### src/rtl/fp_alu_ctrl_pkg.sv
// fp_ctrl_pkg: shared opcode encoding, enable bit positions and FSM state type for the FP ALU sequencer
package fp_ctrl_pkg;
    localparam int FOP_W = 4;
    localparam logic [FOP_W-1:0] FOP_ADD  = 4'd0;
    localparam logic [FOP_W-1:0] FOP_SUB  = 4'd1;
    localparam logic [FOP_W-1:0] FOP_MUL  = 4'd2;
    localparam logic [FOP_W-1:0] FOP_DIV  = 4'd3;
    localparam logic [FOP_W-1:0] FOP_SQRT = 4'd4;
    localparam logic [FOP_W-1:0] FOP_MAX  = 4'd5;
    localparam logic [FOP_W-1:0] FOP_MIN  = 4'd6;
    localparam logic [FOP_W-1:0] FOP_EQ   = 4'd7;
    localparam logic [FOP_W-1:0] FOP_LT   = 4'd8;
    localparam logic [FOP_W-1:0] FOP_LE   = 4'd9;
    localparam int FEN_W    = 10;
    localparam int FEN_ADD  = 9;
    localparam int FEN_SUB  = 8;
    localparam int FEN_MUL  = 7;
    localparam int FEN_DIV  = 6;
    localparam int FEN_SQRT = 5;
    localparam int FEN_MAX  = 4;
    localparam int FEN_MIN  = 3;
    localparam int FEN_EQ   = 2;
    localparam int FEN_LT   = 1;
    localparam int FEN_LE   = 0;
    typedef enum logic [1:0] {ST_IDLE, ST_EXEC, ST_CAPT, ST_RESP} state_t;
    typedef enum logic [1:0] {LAT_ARITH, LAT_DIV, LAT_SQRT} lat_sel_t;
endpackage

### src/rtl/fp_alu_ctrl_if.sv
// fp_alu_ctrl_if: request, ALU and response signals of the FP ALU sequencer
//   slave  : controller side (accepts requests, drives ALU and responses)
//   master : host side (issues requests, models the ALU, consumes responses)
interface fp_alu_ctrl_if #(
    parameter int XLEN  = 32,
    parameter int TAG_W = 5
) ();
    import fp_ctrl_pkg::*;
    logic                req_valid;
    logic                req_ready;
    logic [FOP_W-1:0]    req_op;
    logic [XLEN-1:0]     req_a;
    logic [XLEN-1:0]     req_b;
    logic [TAG_W-1:0]    req_tag;
    logic [XLEN-1:0]     alu_a;
    logic [XLEN-1:0]     alu_b;
    logic [FEN_W-1:0]    alu_en;
    logic [XLEN-1:0]     alu_data_out;
    logic                rsp_valid;
    logic                rsp_ready;
    logic [XLEN-1:0]     rsp_data;
    logic [TAG_W-1:0]    rsp_tag;
    logic                rsp_illegal;
    logic                busy;
    modport slave (
        input  req_valid, req_op, req_a, req_b, req_tag, alu_data_out, rsp_ready,
        output req_ready, alu_a, alu_b, alu_en, rsp_valid, rsp_data, rsp_tag, rsp_illegal, busy
    );
    modport master (
        output req_valid, req_op, req_a, req_b, req_tag, alu_data_out, rsp_ready,
        input  req_ready, alu_a, alu_b, alu_en, rsp_valid, rsp_data, rsp_tag, rsp_illegal, busy
    );
endinterface

### src/rtl/fp_alu_ctrl_op_decode.sv
// fp_op_decode: maps an FP opcode to its one-hot ALU enable, illegal flag and latency class
//   i_op      : opcode
//   o_en      : one-hot enable, MSB = add, zero for illegal opcodes
//   o_illegal : opcode outside add..le
//   o_lat_sel : which enable-hold latency applies
module fp_op_decode
    import fp_ctrl_pkg::*;
(
    input  logic [FOP_W-1:0] i_op,
    output logic [FEN_W-1:0] o_en,
    output logic             o_illegal,
    output lat_sel_t         o_lat_sel
);
    localparam logic [FEN_W-1:0] ONE = 1;
    assign o_illegal = i_op > FOP_LE;
    assign o_en      = o_illegal ? '0 : ONE << (FOP_LE - i_op);
    assign o_lat_sel = (i_op == FOP_DIV) ? LAT_DIV : (i_op == FOP_SQRT) ? LAT_SQRT : LAT_ARITH;
endmodule

### src/rtl/fp_alu_ctrl.sv
// fp_alu_ctrl: sequences one FP op at a time into the FP ALU and returns its tagged result
//   i_clk   : clock, rising edge
//   i_rst_n : asynchronous active-low reset
//   i_flush : synchronous abort of the in-flight op, no response issued
//   bus     : request channel, ALU operand/enable/result, response channel, busy
module fp_alu_ctrl
    import fp_ctrl_pkg::*;
#(
    parameter int XLEN      = 32,
    parameter int TAG_W     = 5,
    parameter int ARITH_LAT = 1,
    parameter int DIV_LAT   = 4,
    parameter int SQRT_LAT  = 4
) (
    input  logic          i_clk,
    input  logic          i_rst_n,
    input  logic          i_flush,
    fp_alu_ctrl_if.slave  bus
);
    localparam int MAX_LAT = (ARITH_LAT > DIV_LAT) ? ((ARITH_LAT > SQRT_LAT) ? ARITH_LAT : SQRT_LAT)
                                                   : ((DIV_LAT > SQRT_LAT) ? DIV_LAT : SQRT_LAT);
    localparam int CNT_W = $clog2(MAX_LAT) + 1;
    localparam logic [CNT_W-1:0] ARITH_LAST = CNT_W'(ARITH_LAT - 1);
    localparam logic [CNT_W-1:0] DIV_LAST   = CNT_W'(DIV_LAT - 1);
    localparam logic [CNT_W-1:0] SQRT_LAST  = CNT_W'(SQRT_LAT - 1);
    state_t            r_state;
    logic [CNT_W-1:0]  r_cnt;
    logic [CNT_W-1:0]  r_last;
    logic [FEN_W-1:0]  w_en;
    logic              w_illegal;
    lat_sel_t          w_lat_sel;
    logic [CNT_W-1:0]  w_last;
    fp_op_decode u_dec (
        .i_op      (bus.req_op),
        .o_en      (w_en),
        .o_illegal (w_illegal),
        .o_lat_sel (w_lat_sel)
    );
    // Terminal count for the EXEC counter, latched at accept so the op need not be kept
    assign w_last = (w_lat_sel == LAT_DIV) ? DIV_LAST : (w_lat_sel == LAT_SQRT) ? SQRT_LAST : ARITH_LAST;
    assign bus.req_ready = (r_state == ST_IDLE);
    assign bus.busy      = (r_state != ST_IDLE);
    always_ff @(posedge i_clk or negedge i_rst_n) begin
        if (!i_rst_n) begin
            r_state         <= ST_IDLE;
            r_cnt           <= '0;
            r_last          <= '0;
            bus.alu_a       <= '0;
            bus.alu_b       <= '0;
            bus.alu_en      <= '0;
            bus.rsp_valid   <= 1'b0;
            bus.rsp_data    <= '0;
            bus.rsp_tag     <= '0;
            bus.rsp_illegal <= 1'b0;
        end else if (i_flush) begin
            r_state       <= ST_IDLE;
            r_cnt         <= '0;
            bus.alu_en    <= '0;
            bus.rsp_valid <= 1'b0;
        end else begin
            case (r_state)
                ST_IDLE: if (bus.req_valid) begin
                    bus.alu_a   <= bus.req_a;
                    bus.alu_b   <= bus.req_b;
                    bus.rsp_tag <= bus.req_tag;
                    r_cnt       <= '0;
                    r_last      <= w_last;
                    if (w_illegal) begin
                        r_state         <= ST_RESP;
                        bus.rsp_valid   <= 1'b1;
                        bus.rsp_illegal <= 1'b1;
                        bus.rsp_data    <= '0;
                    end else begin
                        r_state    <= ST_EXEC;
                        bus.alu_en <= w_en;
                    end
                end
                ST_EXEC: begin
                    r_cnt <= r_cnt + 1'b1;
                    if (r_cnt == r_last) begin
                        r_state    <= ST_CAPT;
                        bus.alu_en <= '0;
                    end
                end
                ST_CAPT: begin
                    r_state         <= ST_RESP;
                    bus.rsp_data    <= bus.alu_data_out;
                    bus.rsp_illegal <= 1'b0;
                    bus.rsp_valid   <= 1'b1;
                end
                default: if (bus.rsp_ready) begin
                    r_state       <= ST_IDLE;
                    bus.rsp_valid <= 1'b0;
                end
            endcase
        end
    end
endmodule

### src/flat_wrapper.sv
// flat-port wrapper written by rule: the top's interface ports become plain ports
module fp_alu_ctrl_flat import fp_ctrl_pkg::*;
#(
    parameter int XLEN      = 32,
    parameter int TAG_W     = 5,
    parameter int ARITH_LAT = 1,
    parameter int DIV_LAT   = 4,
    parameter int SQRT_LAT  = 4
)
  (i_clk, i_rst_n, i_flush, bus_req_valid, bus_req_op, bus_req_a, bus_req_b, bus_req_tag, bus_alu_data_out, bus_rsp_ready, bus_req_ready, bus_alu_a, bus_alu_b, bus_alu_en, bus_rsp_valid, bus_rsp_data, bus_rsp_tag, bus_rsp_illegal, bus_busy);
  fp_alu_ctrl_if #(.XLEN(XLEN), .TAG_W(TAG_W)) bus_i ();
  input  logic i_clk;
  input  logic i_rst_n;
  input  logic i_flush;
  input wire logic [$bits(bus_i.req_valid)-1:0] bus_req_valid;
  input wire logic [$bits(bus_i.req_op)-1:0] bus_req_op;
  input wire logic [$bits(bus_i.req_a)-1:0] bus_req_a;
  input wire logic [$bits(bus_i.req_b)-1:0] bus_req_b;
  input wire logic [$bits(bus_i.req_tag)-1:0] bus_req_tag;
  input wire logic [$bits(bus_i.alu_data_out)-1:0] bus_alu_data_out;
  input wire logic [$bits(bus_i.rsp_ready)-1:0] bus_rsp_ready;
  output wire logic [$bits(bus_i.req_ready)-1:0] bus_req_ready;
  output wire logic [$bits(bus_i.alu_a)-1:0] bus_alu_a;
  output wire logic [$bits(bus_i.alu_b)-1:0] bus_alu_b;
  output wire logic [$bits(bus_i.alu_en)-1:0] bus_alu_en;
  output wire logic [$bits(bus_i.rsp_valid)-1:0] bus_rsp_valid;
  output wire logic [$bits(bus_i.rsp_data)-1:0] bus_rsp_data;
  output wire logic [$bits(bus_i.rsp_tag)-1:0] bus_rsp_tag;
  output wire logic [$bits(bus_i.rsp_illegal)-1:0] bus_rsp_illegal;
  output wire logic [$bits(bus_i.busy)-1:0] bus_busy;
  assign bus_i.req_valid = bus_req_valid;
  assign bus_i.req_op = bus_req_op;
  assign bus_i.req_a = bus_req_a;
  assign bus_i.req_b = bus_req_b;
  assign bus_i.req_tag = bus_req_tag;
  assign bus_i.alu_data_out = bus_alu_data_out;
  assign bus_i.rsp_ready = bus_rsp_ready;
  assign bus_req_ready = bus_i.req_ready;
  assign bus_alu_a = bus_i.alu_a;
  assign bus_alu_b = bus_i.alu_b;
  assign bus_alu_en = bus_i.alu_en;
  assign bus_rsp_valid = bus_i.rsp_valid;
  assign bus_rsp_data = bus_i.rsp_data;
  assign bus_rsp_tag = bus_i.rsp_tag;
  assign bus_rsp_illegal = bus_i.rsp_illegal;
  assign bus_busy = bus_i.busy;
  fp_alu_ctrl #(.XLEN(XLEN), .TAG_W(TAG_W), .ARITH_LAT(ARITH_LAT), .DIV_LAT(DIV_LAT), .SQRT_LAT(SQRT_LAT)) u_core (.i_clk(i_clk), .i_rst_n(i_rst_n), .i_flush(i_flush), .bus(bus_i));
endmodule
### config.mk
export PLATFORM = sky130hd
export DESIGN_NAME = fp_alu_ctrl_flat
export DESIGN_NICKNAME = d
export VERILOG_FILES = /design/src/rtl/fp_alu_ctrl_pkg.sv /design/src/rtl/fp_alu_ctrl_if.sv /design/src/rtl/fp_alu_ctrl_op_decode.sv /design/src/rtl/fp_alu_ctrl.sv /design/src/flat_wrapper.sv
export SDC_FILE = /design/constraint.sdc
export NUM_CORES = 1
export LEC_CHECK = 0
export ABC_CLOCK_PERIOD_IN_PS = 2000
export CAP_MARGIN = 40
export CORE_MARGIN = 2
export CORE_UTILIZATION = 37
export CTS_CLUSTER_SIZE = 16
export DETAILED_ROUTE_END_ITERATION = 8
export DONT_BUFFER_PORTS = 1
export GPL_TIMING_DRIVEN = 0
export MAX_ROUTING_LAYER = met4
export PLACE_DENSITY = 0.62
export RECOVER_POWER = 25
export SLEW_MARGIN = 20
export SYNTH_ARGS = -nofsm -noshare
export SYNTH_HDL_FRONTEND = slang
export SYNTH_SLANG_ARGS = --single-unit
### constraint.sdc
create_clock -name i_clk -period 2 [get_ports i_clk]
set_input_delay 0.3 -clock i_clk [delete_from_list [all_inputs] [get_ports i_clk]]
set_output_delay 0.3 -clock i_clk [all_outputs]
set_load 0.01 [all_outputs]
==> results.md <==
- Slew Limit Fails: 0
- Int Pwr: 0.006540 W
- CP Cell Sequence: inv_4 -> ha_4 -> buf_6 -> mux2i_4 -> nor2b_4 -> a211oi_4 -> buf_6 -> mux2_2
- Synth area leaders: dfrtp_1, mux2_2, nand2_1
- Root buf cell: clkbuf_16
- Floorplan row count: 41
- Drt pass-1 iters: 4
- DRT antenna net count: 0
- Worst r2r src: u_core.r_state[0]$_DFFE_PN0P_
- CTS Hold Bufs: 1
- Hold slack final: -0.4053 ns
- Number of global-route vias before repair: 3469
- Post-synthesis cell type with the largest combined area: dfrtp_1
- GRT Util Overall: 0.1767
- Post-synthesis sequential area ratio: 0.6110
- IO Count: 225
- Die ar.: 14110 um2
- Worst-Skew Late Latency: 0.40 ns
- Worst EP arrival: 2.21 ns
- Setup TNS: 0 ns
- Placer Congestion: 0.7905
- Synth top area share: 0.6110
- Crit path max fanout: 8
- Synth Register Bits: 119
- Layout cells sized above 1: 0.3464
- Ys Warns: 0
- HP Class: in -> async
- Drt wl/cell: 19.29 um
- Drt total wl: 11670 um
- Final Critical Period: 1.928 ns
- Clk buf depth: 2
- # DRC: 0
- Cell variety after synth: 35
- Met1 GRT Util: 0.1894
- CTS tree: built
- Crit share post-route: 0.9642
- Met2 usage: 0.2859
- Type of origin of the critical path: flip-flop
- DR vias/cell: 5.159
- Multi-input gate area: 1877 um2
- Final cell count without fillers: 605
- Cells after DPL: 562
- Met3 Usage GRT: 0.08349
- CP max stage delay: 0.41 ns
- Syn Nets: 506
- Worst-Margin Slew: 0.4612 ns
- H-tree depth: 4
- Seq pwr share: 0.485
- Initial drt markers: 136
- Crit Path Class: reg -> reg
- Critical Path Most Common Cell: buf_6
- Clk pwr share: 0.302
- Filler instances: 1194
- Critical Path RT: 2.29 ns
- Status: complete, but fails checks
- Synth Cell Area: 4873 um2
- Worst-case clock skew: 0.005115 ns
- Layout Utilization: 0.4643
- Gr busiest metal: met2
- Final Hold Fails: 119
- Crit-path leading delay family: multiplexers
- Logic gate share of total power: 0.213
- Switch Pwr: 0.003217 W
- Final nets: 538
- Worst IR Drop VDD: 616.0 uV
- P&R area growth vs syn: 21.21%
- Antenna violations before repair: 0
- Ant diodes: 0
- Crit path launch: u_core.r_state[0]$_DFFE_PN0P_
- Mean area per synthesized cell: 12.50 um2
- IO Port Bufs: 0
- Largest net degree at the start of global routing: 120
- DP HPWL: 8283 um
- Failing checks: negative hold slack
- Synthesized netlist cell count: 390
- # setup viols final: 0
- Die H: 118.8 um
- WP buf/inv: 3
- Max Cap Violations: 0
- Initial Util: 0.3831
- GRT Residual Overflow: 0
- Vias: 3121
- Die W: 118.8 um
- Net Sw Frac: 0.3297
- Critical path's slowest cell: dfrtp_2
- Total Power: 0.009757 W
- Clk sinks: 119
- FF/Latch Area: 2979 um2
- First-pass GRT wire length: 18690 um
- Crit end category: flip-flop
- Max Freq: 518.5 MHz
- Core area: 12720 um2
- Clk slew on worst S/H paths: 0.05 ns
- Leakage power: 2.590 nW
- Power per cell area: 1652 nW/um2
- CTS buffer count: 17
- Relative slew slack: 0.6925
## registers in the layout, summed over array words and instances (netlist names)
name                    cells
u_core.r_last               1
u_core.bus.rsp_illegal      1
u_core.r_state              2
u_core.bus.rsp_valid        1
u_core.bus.rsp_data        32
u_core.bus.alu_en          10
u_core.bus.alu_b           32
u_core.bus.alu_a           32
u_core.bus.rsp_tag          5
u_core.r_cnt                3
## final timing paths
kind | endpoint | slack, ns | cells after the start
min in group i_clk | u_core.bus.rsp_data[3]$_DFFE_PN0P_ | 0.04 | 2
worst max-delay path | u_core.bus.alu_en[1]$_DFFE_PN0P_ | 0.07 | 8
worst min register to register | u_core.r_last[0]$_DFFE_PN0P_ | 0.52 | 2
worst max register to register | u_core.bus.alu_en[1]$_DFFE_PN0P_ | 0.07 | 8
max in group asynchronous | u_core.r_cnt[1]$_DFFE_PN0P_ | 2.26 | 0
worst min-delay path | u_core.bus.alu_b[17]$_DFFE_PN0P_ | -0.41 | 0
## synthesized netlist by cell type
| cell | count |
|---|---|
| nand3b_1 | 1 |
| a2111oi_0 | 1 |
| xnor2_1 | 1 |
| nand2b_1 | 1 |
| inv_1 | 5 |
| o31ai_1 | 2 |
| nand3_1 | 1 |
| nor3_1 | 4 |
| nor2b_1 | 5 |
| dfrtp_1 | 119 |
| and4b_2 | 1 |
| buf_2 | 7 |
| a221o_2 | 1 |
| o21ai_1 | 1 |
| o21ai_0 | 35 |
| xor2_1 | 1 |
| nor3b_1 | 3 |
| buf_4 | 1 |
| clkbuf_2 | 1 |
| o21a_1 | 1 |
| ha_1 | 6 |
| a211oi_4 | 1 |
| or4_1 | 2 |
| and3_1 | 2 |
| nand4b_1 | 1 |
| mux2_2 | 79 |
| a22oi_1 | 1 |
| nor4b_4 | 1 |
| mux2i_1 | 3 |
| clkbuf_1 | 13 |
| nor2_1 | 7 |
| nand2_1 | 73 |
| a21oi_1 | 4 |
| nor4_1 | 4 |
| a211o_1 | 1 |
## what timing repair did
| item | 4_1_cts | 5_1_grt |
|---|---|---|
| pin swaps | 2 | 2 |
| endpoints found under the setup margin | 114 | 91 |
| resized for setup | 30 | 14 |
| setup buffers | 12 | 3 |
| cloned | 1 | 0 |
| endpoints found under the hold margin | 120 | 119 |
## placed cells by master, fill, tap and decap left out, types with 2 or more instances in the layout
cell type   instances
ha_4                2
inv_1               3
buf_6               3
nor2_1              7
mux2_4              7
nor2b_1             3
ha_1                3
clkbuf_16          17
nor3b_1             3
bufinv_16           2
and3_1              2
nor3_1              4
clkbuf_8            4
clkinv_2            3
mux2i_1             2
nor4_1              3
clkbuf_4            4
or4_1               2
nand2_1            72
clkbuf_1            9
buf_4              13
a21oi_1             4
o31ai_1             2
clkinvlp_4          2
dfrtp_1           118
o21ai_0            35
mux2_2             72
buf_2               6
## final cells by class
class,count,share of cell area
Buffer,21,0.02139
Clock inverter,8,0.01673
Clock buffer,22,0.08028
Multi-Input combinational cell,244,0.3177
Tap cell,172,0.03643
Sequential cell,119,0.5043
Inverter,5,0.003601
Timing Repair Buffer,14,0.01949
## cell families after synthesis
group | Yosys count | synth area share
xor+xnor | 2 | 0.003595
fa+ha+maj | 6 | 0.01540
flops | 119 | 0.6110
compound gates | 48 | 0.05725
buf+inv | 27 | 0.02362
mux | 82 | 0.1887
simple gates | 106 | 0.1004
## power by group through the flow
stage                     sequential (W)  clock [W]  combinational, W
after floorplan                  0.00448          0           0.00148
after global placement           0.00475          0           0.00168
after detailed placement         0.00478          0           0.00178
after CTS                        0.00476    0.00301           0.00211
after global routing             0.00486    0.00313           0.00233
final                            0.00473    0.00295           0.00208
## metrics by stage
stage	instance area, um2	hold slack [ns]	worst slack [ns]
6_report	5907	-0.4053	0.07154
5_1_grt	5907	-0.4417	-0.0001390
4_1_cts	5894	-0.4325	0.002513
3_5_place_dp	5101	0.006937	-0.3958
3_3_place_gp	5101	0.007149	-0.3974
2_1_floorplan	4886	0.004409	0.004686
## routing by layer
metal | vias up | routed length, um
met2 | 164 | 5830
met4 | 0 | 202
met1 | 1534 | 4473
li1 | 1403 | -
met3 | 20 | 1167
met5 | - | 0
(Power assumes the default switching activity.)
